--- src/rtl/icache_pkg.sv ---
// icache_pkg: shared types and default parameter values for the
// set-associative instruction cache (FSM state enum, default geometry).
package icache_pkg;

   typedef enum logic [0:0] {
      ST_INIT  = 1'b0,   // sweeping sets, clearing valid bits and pointers
      ST_READY = 1'b1    // accepting lookups and fills
   } state_t;

   localparam int DEF_WAYS        = 2;
   localparam int DEF_SETS        = 16;
   localparam int DEF_BLOCK_WORDS = 4;
   localparam int DEF_WORD_W      = 32;
   localparam int DEF_TAG_W       = 24;

   // Width of a way number; a direct-mapped cache still carries one bit.
   function automatic int way_bits(input int ways);
      return (ways > 1) ? $clog2(ways) : 1;
   endfunction

endpackage

--- src/rtl/icache_way_ram.sv ---
// icache_way_ram: storage for one cache way. Holds the valid bits, tags
// and data blocks of every set. Two combinational read ports (one for
// lookups, one for the fill-side victim search), one clocked write port
// and a clocked valid-clear port used by the initialisation sweep.
module icache_way_ram #(
   parameter int SETS        = 16,
   parameter int BLOCK_WORDS = 4,
   parameter int WORD_W      = 32,
   parameter int TAG_W       = 24
) (
   input  logic                                 clk,
   input  logic [$clog2(SETS)-1:0]              lk_index,
   output logic                                 lk_valid,
   output logic [TAG_W-1:0]                     lk_tag,
   output logic [BLOCK_WORDS-1:0][WORD_W-1:0]   lk_data,
   input  logic [$clog2(SETS)-1:0]              fill_index,
   output logic                                 fl_valid,
   output logic [TAG_W-1:0]                     fl_tag,
   input  logic                                 wr_en,
   input  logic [TAG_W-1:0]                     wr_tag,
   input  logic [BLOCK_WORDS-1:0][WORD_W-1:0]   wr_data,
   input  logic                                 clr_en,
   input  logic [$clog2(SETS)-1:0]              clr_index
);

   logic [SETS-1:0]                       valid_reg;
   logic [TAG_W-1:0]                      tag_mem  [SETS];
   logic [BLOCK_WORDS-1:0][WORD_W-1:0]    data_mem [SETS];

   assign lk_valid = valid_reg[lk_index];
   assign lk_tag   = tag_mem[lk_index];
   assign lk_data  = data_mem[lk_index];
   assign fl_valid = valid_reg[fill_index];
   assign fl_tag   = tag_mem[fill_index];

   // Valid bits: the sweep clears them, fills set them (never both at once).
   always_ff @(posedge clk) begin
      if (clr_en)
         valid_reg[clr_index] <= 1'b0;
      else if (wr_en)
         valid_reg[fill_index] <= 1'b1;
   end

   // Tag and data arrays are written by fills only; contents are don't-care until valid.
   always_ff @(posedge clk) begin
      if (wr_en) begin
         tag_mem[fill_index]  <= wr_tag;
         data_mem[fill_index] <= wr_data;
      end
   end

endmodule

--- src/rtl/icache_assoc_sram.sv ---
// icache_assoc_sram: WAYS-way set-associative instruction cache array.
// After reset an INIT sweep clears one set per cycle; in READY, lookups
// return a registered hit/way/block one cycle later and fills write one
// way chosen by matching tag, lowest invalid way, or a per-set pointer.
// Optional macro ICACHE_FLUSH_EN adds a flush input that re-runs the sweep.
module icache_assoc_sram
   import icache_pkg::*;
#(
   parameter int WAYS        = DEF_WAYS,
   parameter int SETS        = DEF_SETS,
   parameter int BLOCK_WORDS = DEF_BLOCK_WORDS,
   parameter int WORD_W      = DEF_WORD_W,
   parameter int TAG_W       = DEF_TAG_W
) (
   input  logic                                 clk,
   input  logic                                 rst,
`ifdef ICACHE_FLUSH_EN
   input  logic                                 flush,
`endif
   output logic                                 ready,
   input  logic                                 lookup_valid,
   input  logic [$clog2(SETS)-1:0]              lookup_index,
   input  logic [TAG_W-1:0]                     lookup_tag,
   input  logic                                 fill_valid,
   input  logic [$clog2(SETS)-1:0]              fill_index,
   input  logic [TAG_W-1:0]                     fill_tag,
   input  logic [BLOCK_WORDS-1:0][WORD_W-1:0]   fill_data,
   output logic                                 rd_valid,
   output logic                                 hit,
   output logic [way_bits(WAYS)-1:0]            hit_way,
   output logic [BLOCK_WORDS-1:0][WORD_W-1:0]   hit_data
);

   localparam int IDX_W = $clog2(SETS);
   localparam int WAY_W = way_bits(WAYS);

   typedef logic [BLOCK_WORDS-1:0][WORD_W-1:0] block_t;

   state_t              state_reg, state_next;
   logic [IDX_W-1:0]    set_cnt_reg, set_cnt_next;
   logic                flush_req;
   logic                lookup_acc;
   logic                fill_we;
   logic                sweep_clr;

   // Per-way read results
   logic [WAYS-1:0]     lk_valid;
   logic [WAYS-1:0]     fl_valid;
   logic [TAG_W-1:0]    lk_tag [WAYS];
   logic [TAG_W-1:0]    fl_tag [WAYS];
   block_t              lk_data [WAYS];
   logic [WAYS-1:0]     way_we;

   // Lookup match and victim choice
   logic                lk_hit;
   logic [WAY_W-1:0]    lk_way;
   block_t              lk_blk;
   logic [WAY_W-1:0]    victim;
   logic                use_ptr;
   logic                found;
   logic [WAY_W-1:0]    ptr_mem [SETS];
   logic [WAY_W-1:0]    ptr_cur;
   logic [WAY_W-1:0]    ptr_next;

`ifdef ICACHE_FLUSH_EN
   assign flush_req = flush;
`else
   assign flush_req = 1'b0;
`endif

   assign ready      = (state_reg == ST_READY);
   // flush wins over a same-cycle request; a fill under reset is dropped
   assign lookup_acc = ready & lookup_valid & ~flush_req;
   assign fill_we    = ready & fill_valid & ~flush_req & ~rst;
   assign sweep_clr  = (state_reg == ST_INIT) & ~rst;

   // State and sweep-counter registers.
   always_ff @(posedge clk) begin
      if (rst) begin
         state_reg   <= ST_INIT;
         set_cnt_reg <= '0;
      end else begin
         state_reg   <= state_next;
         set_cnt_reg <= set_cnt_next;
      end
   end

   // Next state: sweep every set once, then serve; flush restarts the sweep.
   always_comb begin
      state_next   = state_reg;
      set_cnt_next = set_cnt_reg;
      case (state_reg)
         ST_INIT: begin
            set_cnt_next = set_cnt_reg + IDX_W'(1);
            if (set_cnt_reg == IDX_W'(SETS - 1)) begin
               state_next   = ST_READY;
               set_cnt_next = '0;
            end
         end
         ST_READY: begin
            if (flush_req) begin
               state_next   = ST_INIT;
               set_cnt_next = '0;
            end
         end
         default: begin
            state_next   = ST_INIT;
            set_cnt_next = '0;
         end
      endcase
   end

   for (genvar gi = 0; gi < WAYS; gi++) begin : g_way
      assign way_we[gi] = fill_we & (victim == WAY_W'(gi));

      icache_way_ram #(
         .SETS        (SETS),
         .BLOCK_WORDS (BLOCK_WORDS),
         .WORD_W      (WORD_W),
         .TAG_W       (TAG_W)
      ) u_way (
         .clk        (clk),
         .lk_index   (lookup_index),
         .lk_valid   (lk_valid[gi]),
         .lk_tag     (lk_tag[gi]),
         .lk_data    (lk_data[gi]),
         .fill_index (fill_index),
         .fl_valid   (fl_valid[gi]),
         .fl_tag     (fl_tag[gi]),
         .wr_en      (way_we[gi]),
         .wr_tag     (fill_tag),
         .wr_data    (fill_data),
         .clr_en     (sweep_clr),
         .clr_index  (set_cnt_reg)
      );
   end

   // Tag compare across ways; a tag lives in at most one way of a set.
   always_comb begin
      lk_hit = 1'b0;
      lk_way = '0;
      lk_blk = '0;
      for (int w = 0; w < WAYS; w++) begin
         if (!lk_hit && lk_valid[w] && (lk_tag[w] == lookup_tag)) begin
            lk_hit = 1'b1;
            lk_way = WAY_W'(w);
            lk_blk = lk_data[w];
         end
      end
   end

   assign ptr_cur  = ptr_mem[fill_index];
   assign ptr_next = (ptr_cur == WAY_W'(WAYS - 1)) ? '0 : ptr_cur + WAY_W'(1);

   // Victim: way already holding the tag, else lowest invalid way, else pointer.
   always_comb begin
      victim  = ptr_cur;
      use_ptr = 1'b1;
      found   = 1'b0;
      for (int w = 0; w < WAYS; w++) begin
         if (!found && fl_valid[w] && (fl_tag[w] == fill_tag)) begin
            victim  = WAY_W'(w);
            use_ptr = 1'b0;
            found   = 1'b1;
         end
      end
      for (int w = 0; w < WAYS; w++) begin
         if (!found && !fl_valid[w]) begin
            victim  = WAY_W'(w);
            use_ptr = 1'b0;
            found   = 1'b1;
         end
      end
   end

   // Round-robin pointers: cleared by the sweep, advanced only when they chose.
   always_ff @(posedge clk) begin
      if (sweep_clr)
         ptr_mem[set_cnt_reg] <= '0;
      else if (fill_we && use_ptr)
         ptr_mem[fill_index] <= ptr_next;
   end

   // Registered lookup result; zeros on a miss or when nothing was looked up.
   always_ff @(posedge clk) begin
      if (rst) begin
         rd_valid <= 1'b0;
         hit      <= 1'b0;
         hit_way  <= '0;
         hit_data <= '0;
      end else begin
         rd_valid <= lookup_acc;
         hit      <= lookup_acc & lk_hit;
         hit_way  <= lookup_acc ? lk_way : '0;
         hit_data <= lookup_acc ? lk_blk : '0;
      end
   end

endmodule

--- config.mk ---
export PLATFORM = sky130hd
export DESIGN_NAME = icache_assoc_sram
export DESIGN_NICKNAME = d
export VERILOG_FILES = /design/src/rtl/icache_pkg.sv /design/src/rtl/icache_way_ram.sv /design/src/rtl/icache_assoc_sram.sv
export SDC_FILE = /design/constraint.sdc
export NUM_CORES = 2
export LEC_CHECK = 0
export BUFFER_PORTS_ARGS = -buffer_cell sky130_fd_sc_hd__buf_2
export CORE_MARGIN = 2
export CORE_UTILIZATION = 30
export DETAILED_ROUTE_END_ITERATION = 8
export PLACE_DENSITY_LB_ADDON = 0.25
export SLEW_MARGIN = 25
export SYNTH_ARGS = -nofsm -noshare
export SYNTH_HDL_FRONTEND = slang
export SYNTH_HIERARCHICAL = 1
export SYNTH_MEMORY_MAX_BITS = 65536
export SYNTH_SLANG_ARGS = --single-unit
--- constraint.sdc ---
create_clock -name clk -period 15.85 [get_ports clk]
set_clock_uncertainty 0.15 [all_clocks]
set_input_delay 0.7925 -clock clk [delete_from_list [all_inputs] [get_ports clk]]
set_output_delay 0.7925 -clock clk [all_outputs]
set_load 0.05 [all_outputs]
==> run summary <==
The Yosys step of the flow raised 6 warnings. The finished cells cover 226700 µm². Final hold analysis gives a worst-case slack of 0.1133 ns. The areal power density over the cells came out at 128.0 nW/µm².

Synthesis inferred 5048 register bits. Clock-pin slew was measured on the worst setup and hold paths at 0.06 ns. Via count of the first global-routing pass: 100461. The register with the highest flop count was g_way.u_way/data_mem. The minimum period implied by the final worst setup slack came out at 8.888 ns.

Pin count of the biggest net entering global routing: 134. The tools report the number of standard-cell rows in the floorplan as 296. By startpoint and endpoint, the worst setup path is classified as in -> reg.

The number of cells in the design after placement was 17475. The number of iterations in the first detailed-routing pass is 5, and the vias after detailed routing is 97935. The largest registers in the layout are g_way.u_way/data_mem x4096, g_way.u_way/tag_mem x768, hit_data x128. For this design the static power due to leakage is 70.80 nW. In the post-route analysis, the smallest setup slack over all paths is 6.962 ns. The share of Yosys cell area claimed by the top area cell type came out at 75.36%. For the placeable core region, the log shows 650000 µm². The number of hold-repair buffers added at the cts stage is 1, and the count of nets after finishing is 9584. The count of nets left with antenna violations once routing finished came out at 0.

Across the whole layout, storage elements account for 150200 µm². The clock root buffer master is clkbuf_16. The run finished with clean final reports.

The post-detailed-placement half-perimeter wirelength is 349700 µm, and the post-route non-filler standard cell count is 18518. In the synthesized netlist, the cells that appear most often are 4912 x edfxtp_1, 1339 x mux4_2, 480 x a22oi_1. The transition time of the tightest slew-check pin came out at 1.200 ns.

The sort of element at the start of the critical path was an input pin. The detail-routed via count per cell is 5.289, and the final-report hold violation count is 0. The number of DRC violations after detailed-routing iteration 0 was 11552; the power after layout was 29.02 mW. The number of antenna violations at the first check in global routing was 97. The most numerous cell in the Yosys netlist was edfxtp_1.

The fill cell instance count of the final layout came out at 59757. The maximum achievable frequency is 112.5 MHz, and the depth of the CTS H-tree is 6. The number of clock buffers added by TritonCTS is 556. Netlist area before placement: 195700 µm².

The period utilization came out at 56.08%. After global routing the overflow that remains totals 0. The share of layout cells above drive strength 1 is 28.07%. TritonCTS built the clock tree. Measured along the x axis, the die boundary spans 811.7 µm. The run gives 208100 µm² as the post-detailed-placement cell area. The tools report the maximum ir drop on the vdd rail as 0.1203 mV.

The run gives 0.7884 as the final weighted congestion in routability-driven placement. The path class of the tightest hold or removal check is in -> reg. Counting along the longest clock path gives a buffer depth of 4. The logs give 46 for the number of distinct library cells after synthesis and 16.36 ns for the data required time of the critical path.

STA classifies the critical path endpoint as a register. For the quantity of gates resized following cts, the log shows 0. The proportion of synthesized flip-flops having asynchronous set or reset is 0%. Number of buffers inserted to repair setup after CTS: 0.

For this run, the leading register cell type out of synthesis is edfxtp_1. The run gives 20.01% as the worst relative slew slack. The area growth from synthesis to final layout was 15.82%; the starting utilization of the core area was 30.11%. The first global-routing pass estimated 830000 µm of wire. Data on the critical path arrives at its endpoint at 9.39 ns. In the synthesized netlist, the number of instances is 8799. The number of nets in the synthesized netlist is 8988.

The number of remaining DRC errors was 0; the setup total negative slack was 0 ns. Along the worst path, the maximum fanout reaches 91. The portion of the post-synthesis area used by sequential elements is 76.76%, and the pre-CTS setup slack is 5.788 ns. The run gives 0 as the number of endpoints failing setup at the final stage. The final layout contains routed wiring with a total length of 603100 µm. Max-cap violations in this run came to 0. The area of the die was 658900 µm²; the clock insertion delay at the later pin of the skew report was 1.07 ns. Port buffering added 319 buffers.

The number of flip-flops under the largest register name was 4096; the mean post-synth cell area was 22.24 µm². Sorting the synthesized cells by area gives the leading types as edfxtp_1 75%, mux4_2 15%, a22oi_1 1.8%, dfxtp_1 1.4%, mux2i_1 0.92%. Cells fill 34.87% of the core in the end.

The die is 811.7 µm tall. Top cell type by total area after synthesis: edfxtp_1. Yosys mapped a number of flops with a built-in enable equal to 4912. Setup repair after global routing left no endpoint under its margin. Global-route usage over all layers: 17.76%. The number of top-level pins is 320, and the number of clock sinks is 5048.

The mean routed wirelength per cell was 32.57 µm; the max-slew violation total from the final report was 0. The multi-input gate area in the final layout came out at 43200 µm².
critical path, cell delays in order:
cell	delay [ns]
buf_8	0.22
buf_16	0.39
buf_4	0.73
buf_4	0.72
mux4_2	0.58
a22oi_1	0.24
nand2_1	0.12
xnor2_1	0.46
nand4_1	0.29
nor4_1	0.50
nand3_1	0.49
o32ai_1	0.67
nand3b_1	0.52
nor2_4	0.87
buf_12	0.66
buf_4	0.69
report_power, final:
part / leakage (nW) / internal (mW) / total (mW) / switching, mW
registers: 45.3 / 14.6 / 14.7 / 0.0103
clock network: 8.90 / 7.55 / 13.0 / 5.44
logic: 16.6 / 0.469 / 1.39 / 0.921
final timing paths:
kind	to	cells past startpoint	startpoint	slack [ns]
worst max-delay path	g_way[0].u_way/data_mem[5][81]$_DFFE_PP_	16	fill_index[0]	6.96
worst min-delay path	g_way[1].u_way/data_mem[3][17]$_DFFE_PP_	1	fill_data[17]	0.11
worst max register to register	g_way[0].u_way/data_mem[5][81]$_DFFE_PP_	12	g_way[0].u_way/tag_mem[10][0]$_DFFE_PP_	8.44
worst min register to register	g_way[0].u_way/valid_reg[13]$_DFFE_PP_	2	g_way[0].u_way/valid_reg[13]$_DFFE_PP_	0.49
cell usage in the layout, fill, tap and decap left out, types with 29 or more instances in the layout:
| cell type | synthesis | layout |
|---|---|---|
| edfxtp_1 | 4912 | 4912 |
| mux4_2 | 1339 | 1339 |
| clkbuf_16 | 0 | 565 |
| a22oi_1 | 480 | 480 |
| nand2_1 | 327 | 325 |
| buf_2 | 257 | 313 |
| buf_4 | 37 | 213 |
| o22ai_1 | 200 | 200 |
| mux2i_1 | 179 | 179 |
| a22o_1 | 173 | 173 |
| clkbuf_1 | 174 | 137 |
| dfxtp_1 | 136 | 136 |
| nor2_1 | 142 | 112 |
| clkinv_1 | 0 | 101 |
| clkinv_2 | 0 | 72 |
| xnor2_1 | 68 | 68 |
| a21oi_1 | 60 | 60 |
| bufinv_16 | 0 | 49 |
| a41o_1 | 44 | 44 |
| nor2_4 | 0 | 30 |
| xor2_1 | 29 | 29 |
layout make-up:
type	instances	area share, %
Timing Repair Buffer	570	1.769
Antenna cell	23	0.02539
Sequential cell	5048	66.27
Tap cell	8642	4.770
Inverter	3	0.004968
Clock buffer	729	6.628
Multi-Input combinational cell	3216	19.06
Clock inverter	287	1.473
logic make-up after synthesis:
kind of cell    Yosys count  synth area share [%]
flops                  5048                 76.76
mux                    1518                 16.32
compound gates          977                 3.706
simple gates            623                 1.398
buf+inv                 535                 1.376
xor+xnor                 97                0.4341
fa+ha+maj                 1              0.006392
metal layers:
metal	vias to the layer above	routed length (µm)	global-route usage, %
met4	20	17160	4.703
met1	53930	250500	24.17
met3	890	40630	2.895
met5	-	123	0
li1	39014	-	-
met2	4081	294600	29.67
Power figures use the tool's default switching activity.
